===== src/rtl/pakin_reassembler_pkg.sv =====
// Shared types and sizing for the packet-in reassembler.
// Default sizes match the small link configuration (PSZ=4, ASZ=6, DSZ=4, RSZ=4, FSZ=2).
package pakin_reassembler_pkg;

   localparam int NS_PACKET_SIZE  = 4;
   localparam int NS_PACKIN_FSZ   = 2;
   localparam int NS_ADDRESS_SIZE = 6;
   localparam int NS_DATA_SIZE    = 4;
   localparam int NS_REDUN_SIZE   = 4;

   typedef enum logic [1:0] {
      RX_SYNC = 2'd0,
      RX_IDLE = 2'd1,
      RX_CHK  = 2'd2,
      RX_ACK  = 2'd3
   } rx_state_t;

   typedef enum logic [1:0] {
      TX_IDLE = 2'd0,
      TX_REQ  = 2'd1,
      TX_WAIT = 2'd2
   } tx_state_t;

   // Number of packets needed to carry a full message word.
   function automatic int tot_pks(input int full_msg_sz, input int pk_sz);
      return (full_msg_sz + pk_sz - 1) / pk_sz;
   endfunction

endpackage


===== src/rtl/pakin_msg_fifo.sv =====
// Message FIFO, DEPTH x W, power-of-two depth so pointers wrap naturally.
// Push and pop may coincide; the occupancy count is then unchanged.
module pakin_msg_fifo #(
   parameter int W     = 20,
   parameter int DEPTH = 2
) (
   input  logic         clk,
   input  logic         reset,
   input  logic         push,
   input  logic         pop,
   input  logic [W-1:0] din,
   output logic [W-1:0] head,
   output logic         full,
   output logic         empty
);

   localparam int AW = (DEPTH > 1) ? $clog2(DEPTH) : 1;

   logic [W-1:0]  mem [DEPTH];
   logic [AW-1:0] wr_ptr;
   logic [AW-1:0] rd_ptr;
   logic [AW:0]   count;
   logic          push_ok;
   logic          pop_ok;

   assign full    = (count == (AW+1)'(DEPTH));
   assign empty   = (count == '0);
   assign push_ok = push && !full;
   assign pop_ok  = pop && !empty;
   assign head    = mem[rd_ptr];

   // Storage array; contents need no reset since occupancy gates every read.
   always_ff @(posedge clk) begin
      if (push_ok) mem[wr_ptr] <= din;
   end

   // Pointer and occupancy bookkeeping.
   always_ff @(posedge clk) begin
      if (reset) begin
         wr_ptr <= '0;
         rd_ptr <= '0;
         count  <= '0;
      end else begin
         if (push_ok) wr_ptr <= wr_ptr + 1'b1;
         if (pop_ok)  rd_ptr <= rd_ptr + 1'b1;
         case ({push_ok, pop_ok})
            2'b10:   count <= count + 1'b1;
            2'b01:   count <= count - 1'b1;
            default: count <= count;
         endcase
      end
   end

endmodule


===== src/rtl/pakin_reassembler.sv =====
// Packet-in reassembler: collects TOT_PKS packets from a 4-phase packet channel into one
// message word {src, dst, dat, red}, buffers it and re-emits it on a 4-phase message channel.
// Optional feature macro NS_PAKIN_RED_CHECK_EN: when defined, messages whose redundancy does
// not match calc_redun(src, dst, dat) are acked but dropped and counted as errors.
//
// RX state | meaning
// RX_SYNC  | after reset, wait for a clean low on req so a stale request is not taken
// RX_IDLE  | wait for req, capture packet into slot pk_idx
// RX_CHK   | full message assembled; push (or drop), stall while FIFO full
// RX_ACK   | ack held high until req falls
//
// TX state | meaning
// TX_IDLE  | wait for a buffered message, load it and raise req
// TX_REQ   | req high, wait for ack, then pop
// TX_WAIT  | wait for ack to fall
module pakin_reassembler
   import pakin_reassembler_pkg::*;
#(
   parameter int PSZ = NS_PACKET_SIZE,
   parameter int FSZ = NS_PACKIN_FSZ,
   parameter int ASZ = NS_ADDRESS_SIZE,
   parameter int DSZ = NS_DATA_SIZE,
   parameter int RSZ = NS_REDUN_SIZE
) (
   input  logic           clk,
   input  logic           reset,
   input  logic [PSZ-1:0] i0_pakio,
   input  logic           i0_req,
   output logic           i0_ack,
   output logic [ASZ-1:0] o0_src,
   output logic [ASZ-1:0] o0_dst,
   output logic [DSZ-1:0] o0_dat,
   output logic [RSZ-1:0] o0_red,
   output logic           o0_req,
   input  logic           o0_ack,
   output logic [3:0]     dbg_leds,
   output logic [3:0]     dbg_disp0,
   output logic [3:0]     dbg_disp1
);

   localparam int MSZ     = 2*ASZ + DSZ + RSZ;
   localparam int TOT_PKS = tot_pks(MSZ, PSZ);
   localparam int BUFW    = TOT_PKS * PSZ;
   localparam int PKW     = (TOT_PKS > 1) ? $clog2(TOT_PKS) : 1;
   localparam logic [PKW-1:0] LAST_PK = PKW'(TOT_PKS - 1);

   localparam int RED_LO = 0;
   localparam int DAT_LO = RSZ;
   localparam int DST_LO = RSZ + DSZ;
   localparam int SRC_LO = RSZ + DSZ + ASZ;

   rx_state_t      rx_state;
   tx_state_t      tx_state;
   logic [PKW-1:0] pk_idx;
   logic [BUFW-1:0] msg_buf;
   logic [MSZ-1:0] msg_word;
   logic [MSZ-1:0] fifo_head;
   logic           fifo_full;
   logic           fifo_empty;
   logic           push;
   logic           pop;
   logic           drop;
   logic           red_bad;
   logic           rx_stall;
   logic           prot_lvl;
   logic           prot_ev;

   logic           req_meta;
   logic           ckd_req;
   logic           ack_meta;
   logic           ckd_ack;
   logic           ack_d;

   logic           led_red;
   logic           led_full;
   logic           led_prot;
   logic [3:0]     err_cnt;
   logic [4:0]     err_sum;

   // Redundancy: XOR-fold of {src, dst, dat} onto RSZ bits.
   function automatic logic [RSZ-1:0] calc_redun(input logic [ASZ-1:0] src,
                                                 input logic [ASZ-1:0] dst,
                                                 input logic [DSZ-1:0] dat);
      logic [2*ASZ+DSZ-1:0] body;
      logic [RSZ-1:0]       r;
      body = {src, dst, dat};
      r    = '0;
      for (int i = 0; i < 2*ASZ+DSZ; i++) r[i % RSZ] = r[i % RSZ] ^ body[i];
      return r;
   endfunction

   assign msg_word = msg_buf[MSZ-1:0];

`ifdef NS_PAKIN_RED_CHECK_EN
   assign red_bad = (msg_word[RED_LO +: RSZ] !=
                     calc_redun(msg_word[SRC_LO +: ASZ], msg_word[DST_LO +: ASZ],
                                msg_word[DAT_LO +: DSZ]));
`else
   assign red_bad = 1'b0;
`endif

   assign rx_stall = (rx_state == RX_CHK) && fifo_full;
   assign push     = (rx_state == RX_CHK) && !fifo_full && !red_bad;
   assign drop     = (rx_state == RX_CHK) && !fifo_full && red_bad;
   assign pop      = (tx_state == TX_REQ) && ckd_ack;
   assign prot_lvl = (tx_state == TX_IDLE) && ckd_ack;
   assign prot_ev  = prot_lvl && !ack_d;

   // Req sync resets to 1 so RX_SYNC always waits for a genuine low after reset.
   always_ff @(posedge clk) begin
      if (reset) begin
         req_meta <= 1'b1;
         ckd_req  <= 1'b1;
         ack_meta <= 1'b0;
         ckd_ack  <= 1'b0;
         ack_d    <= 1'b0;
      end else begin
         req_meta <= i0_req;
         ckd_req  <= req_meta;
         ack_meta <= o0_ack;
         ckd_ack  <= ack_meta;
         ack_d    <= ckd_ack;
      end
   end

   // Receive FSM: packet capture, message check/push and input handshake.
   always_ff @(posedge clk) begin
      if (reset) begin
         rx_state <= RX_SYNC;
         pk_idx   <= '0;
         msg_buf  <= '0;
         i0_ack   <= 1'b0;
      end else begin
         case (rx_state)
            RX_SYNC: if (!ckd_req) rx_state <= RX_IDLE;
            RX_IDLE: begin
               if (ckd_req) begin
                  msg_buf[int'(pk_idx)*PSZ +: PSZ] <= i0_pakio;
                  if (pk_idx == LAST_PK) begin
                     pk_idx   <= '0;
                     rx_state <= RX_CHK;
                  end else begin
                     pk_idx   <= pk_idx + 1'b1;
                     i0_ack   <= 1'b1;
                     rx_state <= RX_ACK;
                  end
               end
            end
            RX_CHK: begin
               if (!fifo_full) begin
                  i0_ack   <= 1'b1;
                  rx_state <= RX_ACK;
               end
            end
            RX_ACK: begin
               if (!ckd_req) begin
                  i0_ack   <= 1'b0;
                  rx_state <= RX_IDLE;
               end
            end
            default: rx_state <= RX_SYNC;
         endcase
      end
   end

   // Transmit FSM: present head message and run the output handshake.
   always_ff @(posedge clk) begin
      if (reset) begin
         tx_state  <= TX_IDLE;
         o0_src    <= '0;
         o0_dst    <= '0;
         o0_dat    <= '0;
         o0_red    <= '0;
         o0_req    <= 1'b0;
         dbg_disp0 <= '0;
      end else begin
         case (tx_state)
            TX_IDLE: begin
               if (!fifo_empty) begin
                  o0_src   <= fifo_head[SRC_LO +: ASZ];
                  o0_dst   <= fifo_head[DST_LO +: ASZ];
                  o0_dat   <= fifo_head[DAT_LO +: DSZ];
                  o0_red   <= fifo_head[RED_LO +: RSZ];
                  o0_req   <= 1'b1;
                  tx_state <= TX_REQ;
               end
            end
            TX_REQ: begin
               if (ckd_ack) begin
                  o0_req    <= 1'b0;
                  dbg_disp0 <= o0_dat[3:0];
                  tx_state  <= TX_WAIT;
               end
            end
            TX_WAIT: if (!ckd_ack) tx_state <= TX_IDLE;
            default: tx_state <= TX_IDLE;
         endcase
      end
   end

   always_comb begin
      err_sum = {1'b0, err_cnt} + {4'b0, drop} + {4'b0, prot_ev};
   end

   // Sticky debug flags and saturating error counter.
   always_ff @(posedge clk) begin
      if (reset) begin
         led_red  <= 1'b0;
         led_full <= 1'b0;
         led_prot <= 1'b0;
         err_cnt  <= '0;
      end else begin
         if (drop)     led_red  <= 1'b1;
         if (rx_stall) led_full <= 1'b1;
         if (prot_lvl) led_prot <= 1'b1;
         err_cnt <= (err_sum > 5'd15) ? 4'd15 : err_sum[3:0];
      end
   end

   assign dbg_leds  = {led_red | led_full | led_prot, led_prot, led_full, led_red};
   assign dbg_disp1 = err_cnt;

   pakin_msg_fifo #(
      .W     (MSZ),
      .DEPTH (FSZ)
   ) u_fifo (
      .clk   (clk),
      .reset (reset),
      .push  (push),
      .pop   (pop),
      .din   (msg_word),
      .head  (fifo_head),
      .full  (fifo_full),
      .empty (fifo_empty)
   );

endmodule


===== config.mk =====
export PLATFORM = sky130hd
export DESIGN_NAME = pakin_reassembler
export DESIGN_NICKNAME = d
export VERILOG_FILES = /design/src/rtl/pakin_reassembler_pkg.sv /design/src/rtl/pakin_msg_fifo.sv /design/src/rtl/pakin_reassembler.sv
export SDC_FILE = /design/constraint.sdc
export NUM_CORES = 1
export LEC_CHECK = 0
export BUFFER_PORTS_ARGS = -buffer_cell sky130_fd_sc_hd__buf_2
export CAP_MARGIN = 0
export CORE_UTILIZATION = 50
export CTS_CLUSTER_SIZE = 8
export DETAILED_ROUTE_END_ITERATION = 10
export GPL_TIMING_DRIVEN = 0
export PLACE_DENSITY_LB_ADDON = 0.1
export SYNTH_ARGS = -nofsm -noshare
export SYNTH_HDL_FRONTEND = slang
export SYNTH_SLANG_ARGS = --single-unit

===== constraint.sdc =====
create_clock -name clk -period 2.11 [get_ports clk]
set_clock_uncertainty 0.05 [all_clocks]
set_input_delay 0.1055 -clock clk [delete_from_list [all_inputs] [get_ports clk]]
set_output_delay 0.1055 -clock clk [all_outputs]
set_load 0.02 [all_outputs]

==> Yosys cells after proc, flatten, opt, wreduce, memory -nomap -nowiden <==
Memory sizes are Yosys's and may differ from the RTL's. A register that Yosys moved wholly into a read port is not among the register bits.
Index checks and enable logic that the tools add are counted.
{ "word_totals": {"inputBits": 8, "ramBits": 40, "mem_count": 1, "regBits": 48} }
{ "mem_list": {"columns": ["name", "words", "word_bits", "read_ports", "rd_ports_with_merged_regs", "wr", "line", "source"], "rows": [
  ["u_fifo.mem", 2, 20, 1, 1, 1, "pakin_msg_fifo.sv:19", "logic [W-1:0] mem [DEPTH];"]
]} }
{ "classes": {"n_addsub": 7, "n_lt_le_gt_ge": 1, "muxes": 23, "reduce_logical": 24, "n_eq_ne": 17, "bitwise": 2, "shift": 2} }
{ "ops": {"columns": ["cell", "n"], "rows": [
  ["5-bit negation with 33-bit output", 1],
  ["4-bit by 33-bit variable shift with 20-bit output, first input constant", 1],
  ["4-bit by 33-bit variable part select with 20-bit output", 1],
  ["20-bit bitwise mux", 1],
  ["2-bit != test, second input constant", 8],
  ["2-bit 2-to-1 mux", 6],
  ["2-bit one-hot mux with 3 select lines", 2],
  ["2-bit == test, second input constant", 5],
  ["1-bit 2-to-1 mux", 9],
  ["3-bit AND reduction", 3],
  ["1-bit logical AND", 7],
  ["2-bit by 1-bit == test with 1-bit output, second input constant", 3],
  ["2-bit zero test", 3],
  ["2-bit AND reduction", 3],
  ["4-bit by 1-bit adder with 5-bit output", 1],
  ["5-bit by 4-bit greater-than comparator with 1-bit output, second input constant", 1],
  ["5-bit AND reduction", 1],
  ["4-bit 2-to-1 mux", 1],
  ["2-bit one-hot mux with 2 select lines", 1],
  ["2-bit nonzero test", 2],
  ["3-bit by 1-bit adder with 3-bit output, second input constant", 1],
  ["3-bit == test, second input constant", 1],
  ["1-bit zero test", 3],
  ["3-bit 2-to-1 mux", 1],
  ["other kinds (9)", 10]
]} }

==> Longest topological paths before layout <==
{ "logic_depth": {"depth_word": 6, "depth_mapped": 9, "mapped_depth_nobuf": 8} }

==> Hierarchy <==
A second synthesis with hierarchy kept.
{ "hier_totals": {"cells_unflattened": 393, "area_unflattened_um2": 4350.4} }
{ "by_module_without_submodules": {"columns": ["mod", "instances", "area_each_um2", "cells_each", "seq_area_each_um2"], "rows": [
  ["pakin_reassembler", 1, 2690.1, 305, 1281.2],
  ["pakin_msg_fifo", 1, 1660.3, 88, 1301.2]
]} }

==> Least setup slack after synthesis <==
Ideal clock, no wire load.
{ "synth_timing": {"path_kind": "register to register", "from": "register pk_idx[0]", "to": "register msg_buf[12]", "path_buffers": 1, "path_stages_with_launch": 8, "slack_ns": 0.100, "setup_ns": 0.070, "t_arrival_ns": 1.889, "path_cell_list": "dfxtp_1 -> inv_1 -> ha_1 -> ha_1 -> clkbuf_2 -> nor4bb_1 -> nand4_1 -> a21oi_1"} }
{ "synth_via": {"elab_chain_len": 3, "elab_cells_between_ends": 4, "classes_between": "add/sub: 1; shift: 2; mux: 1"} }
{ "synth_lines": {"columns": ["element", "line", "source"], "rows": [
  ["from (decl)", "pakin_reassembler.sv:54", "logic [PKW-1:0] pk_idx;"],
  ["from (signal assigned)", "pakin_reassembler.sv:143", "pk_idx <= pk_idx + 1'b1;"],
  ["5-bit negation with 33-bit output *", "pakin_reassembler.sv:138", "msg_buf[int'(pk_idx)*PSZ +: PSZ] <= i0_pakio;"],
  ["4-bit by 33-bit variable part select with 20-bit output or 4-bit by 33-bit variable shift with 20-bit output (tied branches)", "pakin_reassembler.sv:138", null],
  ["20-bit bitwise mux *", "pakin_reassembler.sv:138", null],
  ["to (signal, indexed assignment)", "pakin_reassembler.sv:138", null],
  ["to (decl)", "pakin_reassembler.sv:55", "logic [BUFW-1:0] msg_buf;"]
]} }
Mark *: on every way between the ends. The rest lies on a longest branch, timed or not.
A chain may end at the register's enable or synchronous reset.

==> Worst setup path in the final report <==
{ "layout_timing": {"from": "register pk_idx[0]", "to": "register msg_buf[17]"} }
The elaborated chain is that of the path after synthesis.

==> impl_metrics.json <==
{
  "status": "finished, final reports clean",
  "worstSetupStartpointType": "flip-flop",
  "timing.rr.end": "msg_buf[17]$_SDFFE_PP0P_",
  "overflow": 0,
  "cp_num_buf_inv": 1,
  "rrSetupSlack_ns": 0.11,
  "clkTransAtPathRegs_ns": 0.10,
  "cp-end-kind": "flip-flop",
  "rsz0062_at_grt": "false",
  "max_freq_ghz": 0.5003,
  "netSwitchingPower_mw": 1.990,
  "holdCritPathClass": "in -> reg",
  "max-cap-violations": 0,
  "p_int_mw": 3.656,
  "cts_buffers": 9,
  "portBuffers": 39,
  "n_antenna_cell": 0,
  "p_comb_share_pct": 30.7,
  "antenna_found_initial": 0,
  "seqPwrFrac_pct": 49.8,
  "die_w_um": 94.46,
  "peakVddDrop_uv": 431.3,
  "synth-seq-cells": 108,
  "synth.avg_cell_area_sq_um": 11.49,
  "dr.pass1.iters": 4,
  "dieArea_sq_mm": 0.008922,
  "netlist_area_sq_mm": 0.004274,
  "post_cts_buffers": 0,
  "whs_ns": 0.01114,
  "n_fill_cell": 724,
  "track_usage_pct": 19.03,
  "crit_fanout": 12,
  "grt_max_degree": 21,
  "layout_commonest_cell": "dfxtp_1",
  "worstHoldPathCells": 3,
  "ys_warn_count": 0,
  "timing.rr.start": "pk_idx[0]$_SDFFE_PP0P_",
  "syn_inst": 372,
  "dp_hpwl_um": 5771,
  "grt_pass1_vias": 2571,
  "dieHeight_um": 94.46,
  "final-hold-violation-count": 0,
  "clock-sinks": 108,
  "synthArstFlopShare_pct": 0,
  "synth_edf_count": 40,
  "period_needed_ns": 1.999,
  "fin_crit_sh_pct": 94.74,
  "slew-limit-headroom_pct": 47.41,
  "via_per_inst": 5.471,
  "required_ns": 2.35,
  "ios": 42,
  "path_cells": "inv_1 -> ha_1 -> ha_1 -> nand2b_1 -> nor4b_4 -> mux2i_1",
  "slew_viol_final": 0,
  "core_sq_mm": 0.008258,
  "cp.arrival_ns": 2.24,
  "rows": 33,
  "initial_utilization_pct": 51.76,
  "nets": 447,
  "power.leakage_nw": 1.819,
  "slowest_delay_ns": 0.44,
  "clock_latency_ns": 0.35,
  "layout_common_cells": "dfxtp_1 (66), buf_2 (42), a21oi_1 (42)",
  "drc": 0,
  "synthFlopType": "dfxtp_1",
  "finalPower_mw": 5.646,
  "switching_share_pct": 35.25,
  "dr_total_vias": 2927,
  "cts_tree": "done",
  "syn_nets": 394,
  "synth_cell_types": 45,
  "tightest_slew_ns": 0.7879,
  "setup_ws_ns": 0.1111,
  "wirelength_um": 8088,
  "crit_family": "simple AND/OR/NAND/NOR gates",
  "finalSetupViolCount": 0,
  "tns_ns": 0,
  "ant_nets": 0,
  "hp-start": "i0_pakio[2]",
  "dp_slack_ns": -0.2178,
  "cp_common_cell": "ha_1",
  "htree_num_levels": 3,
  "wire_per_inst_um": 15.12,
  "drive_gt1_share_pct": 17.67,
  "clockBufferDepth": 2,
  "crit_type": "reg -> reg",
  "powerDensity_mw_per_mm2": 1165,
  "pwr-share-clk_pct": 19.5,
  "worstHoldEndpoint": "msg_buf[2]$_SDFFE_PP0P_",
  "cts_root_buf": "clkbuf_8",
  "crit_slowest_cell": "dfxtp_4",
  "detail_route.iter0.violations": 108,
  "reg2reg_depth": 6,
  "gp_congestion": 0.8633,
  "seq_area_frac_synth_pct": 59.95,
  "grt_pass1_wl_um": 12800,
  "syn2layout_area_growth_pct": 13.41
}
-- final cells by class --
type	count	area, sq um	share of cell area [%]
inverters	8	30.03	0.6195
clock inverters	6	40.04	0.8260
clock buffers	10	127.6	2.633
repair buffers	42	225.2	4.646
well taps	105	131.4	2.710
multi-input cells	231	1615	33.32
flip-flops and latches	108	2567	52.97
plain buffers	25	110.1	2.272
-- metrics by stage --
stage                     instances  cell area (sq um)  util [%]
after floorplan                 372               4274         -
after global placement          516               4601     55.71
after detailed placement        516               4601     55.71
after CTS                       535               4822     58.39
after global routing            535               4847     58.70
final                           535               4847     58.70
-- power groups by stage --
stage / clock network, mW / logic [mW] / registers (mW)
finish: 1.10 / 1.74 / 2.81
global route: 1.22 / 1.93 / 2.86
CTS: 1.13 / 1.72 / 2.81
detailed placement: 0 / 1.69 / 2.85
global placement: 0 / 1.65 / 2.83
floorplan: 0 / 0.990 / 3.04
-- registers in the layout (all words and copies together), names as in the netlist, 2 cells and up --
signal	count
o0_dst	6
dbg_disp0	4
o0_src	6
u_fifo.mem	40
u_fifo.count	2
dbg_disp1	4
pk_idx	3
rx_state	2
tx_state	2
o0_dat	4
o0_red	4
msg_buf	20
-- cell families (layout without fill, tap and decap cells) --
group | Yosys count | after routing | synth area share, %
AOI/OAI and AO/OA | 85 | 85 | 11.59
xor gates and xnor gates | 3 | 3 | 0.6149
adders and majority gates | 14 | 14 | 4.098
buffers and inverters | 33 | 91 | 3.249
DFF | 108 | 108 | 59.95
muxes | 33 | 33 | 7.758
other | 1 | 1 | 0.08774
and+or+nand+nor | 95 | 95 | 12.65
-- worst min-delay path, cell delays in order --
cell and delay, ns:
buf_2 0.13, nand2_1 0.08, mux2i_1 0.06
-- repair_timing --
action / CTS / global route
pin swaps: 0 / 0
hold buffers: 3 / 0
endpoints found under the setup margin: 18 / 21
resized for setup: 5 / 7
endpoints found under the hold margin: 4 / 0
-- synthesized netlist by cell type, drive strengths merged (3+ instances only) --
cell type  instances  share of area (%)
a211oi            21                3.7
a21oi             42                4.9
a31oi              3               0.44
and4               3               0.61
buf                6               0.85
clkbuf            19                1.7
dfxtp             68                 32
edfxtp            40                 28
ha                14                4.1
inv                8               0.70
mux2i             32                7.5
nand2             19                1.7
nand4             15                2.2
nor2              21                1.8
nor2b              5               0.73
nor3               5               0.59
nor4bb             3               0.70
o21ai             15                1.8
or2                4               0.59
or3                3               0.44
-- how the worst max path moves through the flow --
stage / start / endpoint / cells after the start
final: pk_idx[0]$_SDFFE_PP0P_ / msg_buf[17]$_SDFFE_PP0P_ / 6
after global routing: pk_idx[0]$_SDFFE_PP0P_ / msg_buf[10]$_SDFFE_PP0P_ / 7
after CTS: pk_idx[1]$_SDFFE_PP0P_ / msg_buf[10]$_SDFFE_PP0P_ / 7
after detailed placement: pk_idx[0]$_SDFFE_PP0P_ / msg_buf[12]$_SDFFE_PP0P_ / 7
after global placement: pk_idx[0]$_SDFFE_PP0P_ / msg_buf[12]$_SDFFE_PP0P_ / 7
after floorplan: pk_idx[0]$_SDFFE_PP0P_ / msg_buf[12]$_SDFFE_PP0P_ / 7
-- per-layer routing --
metal | global-route usage, % | wire (um) | up-vias
met5 | 0 | 0 | -
met4 | 7.449 | 86 | 0
met3 | 3.221 | 230 | 4
met2 | 29.77 | 3697 | 52
met1 | 26.35 | 4074 | 1391
li1 | - | - | 1480
Note: power is estimated with default switching activity, not from simulation.
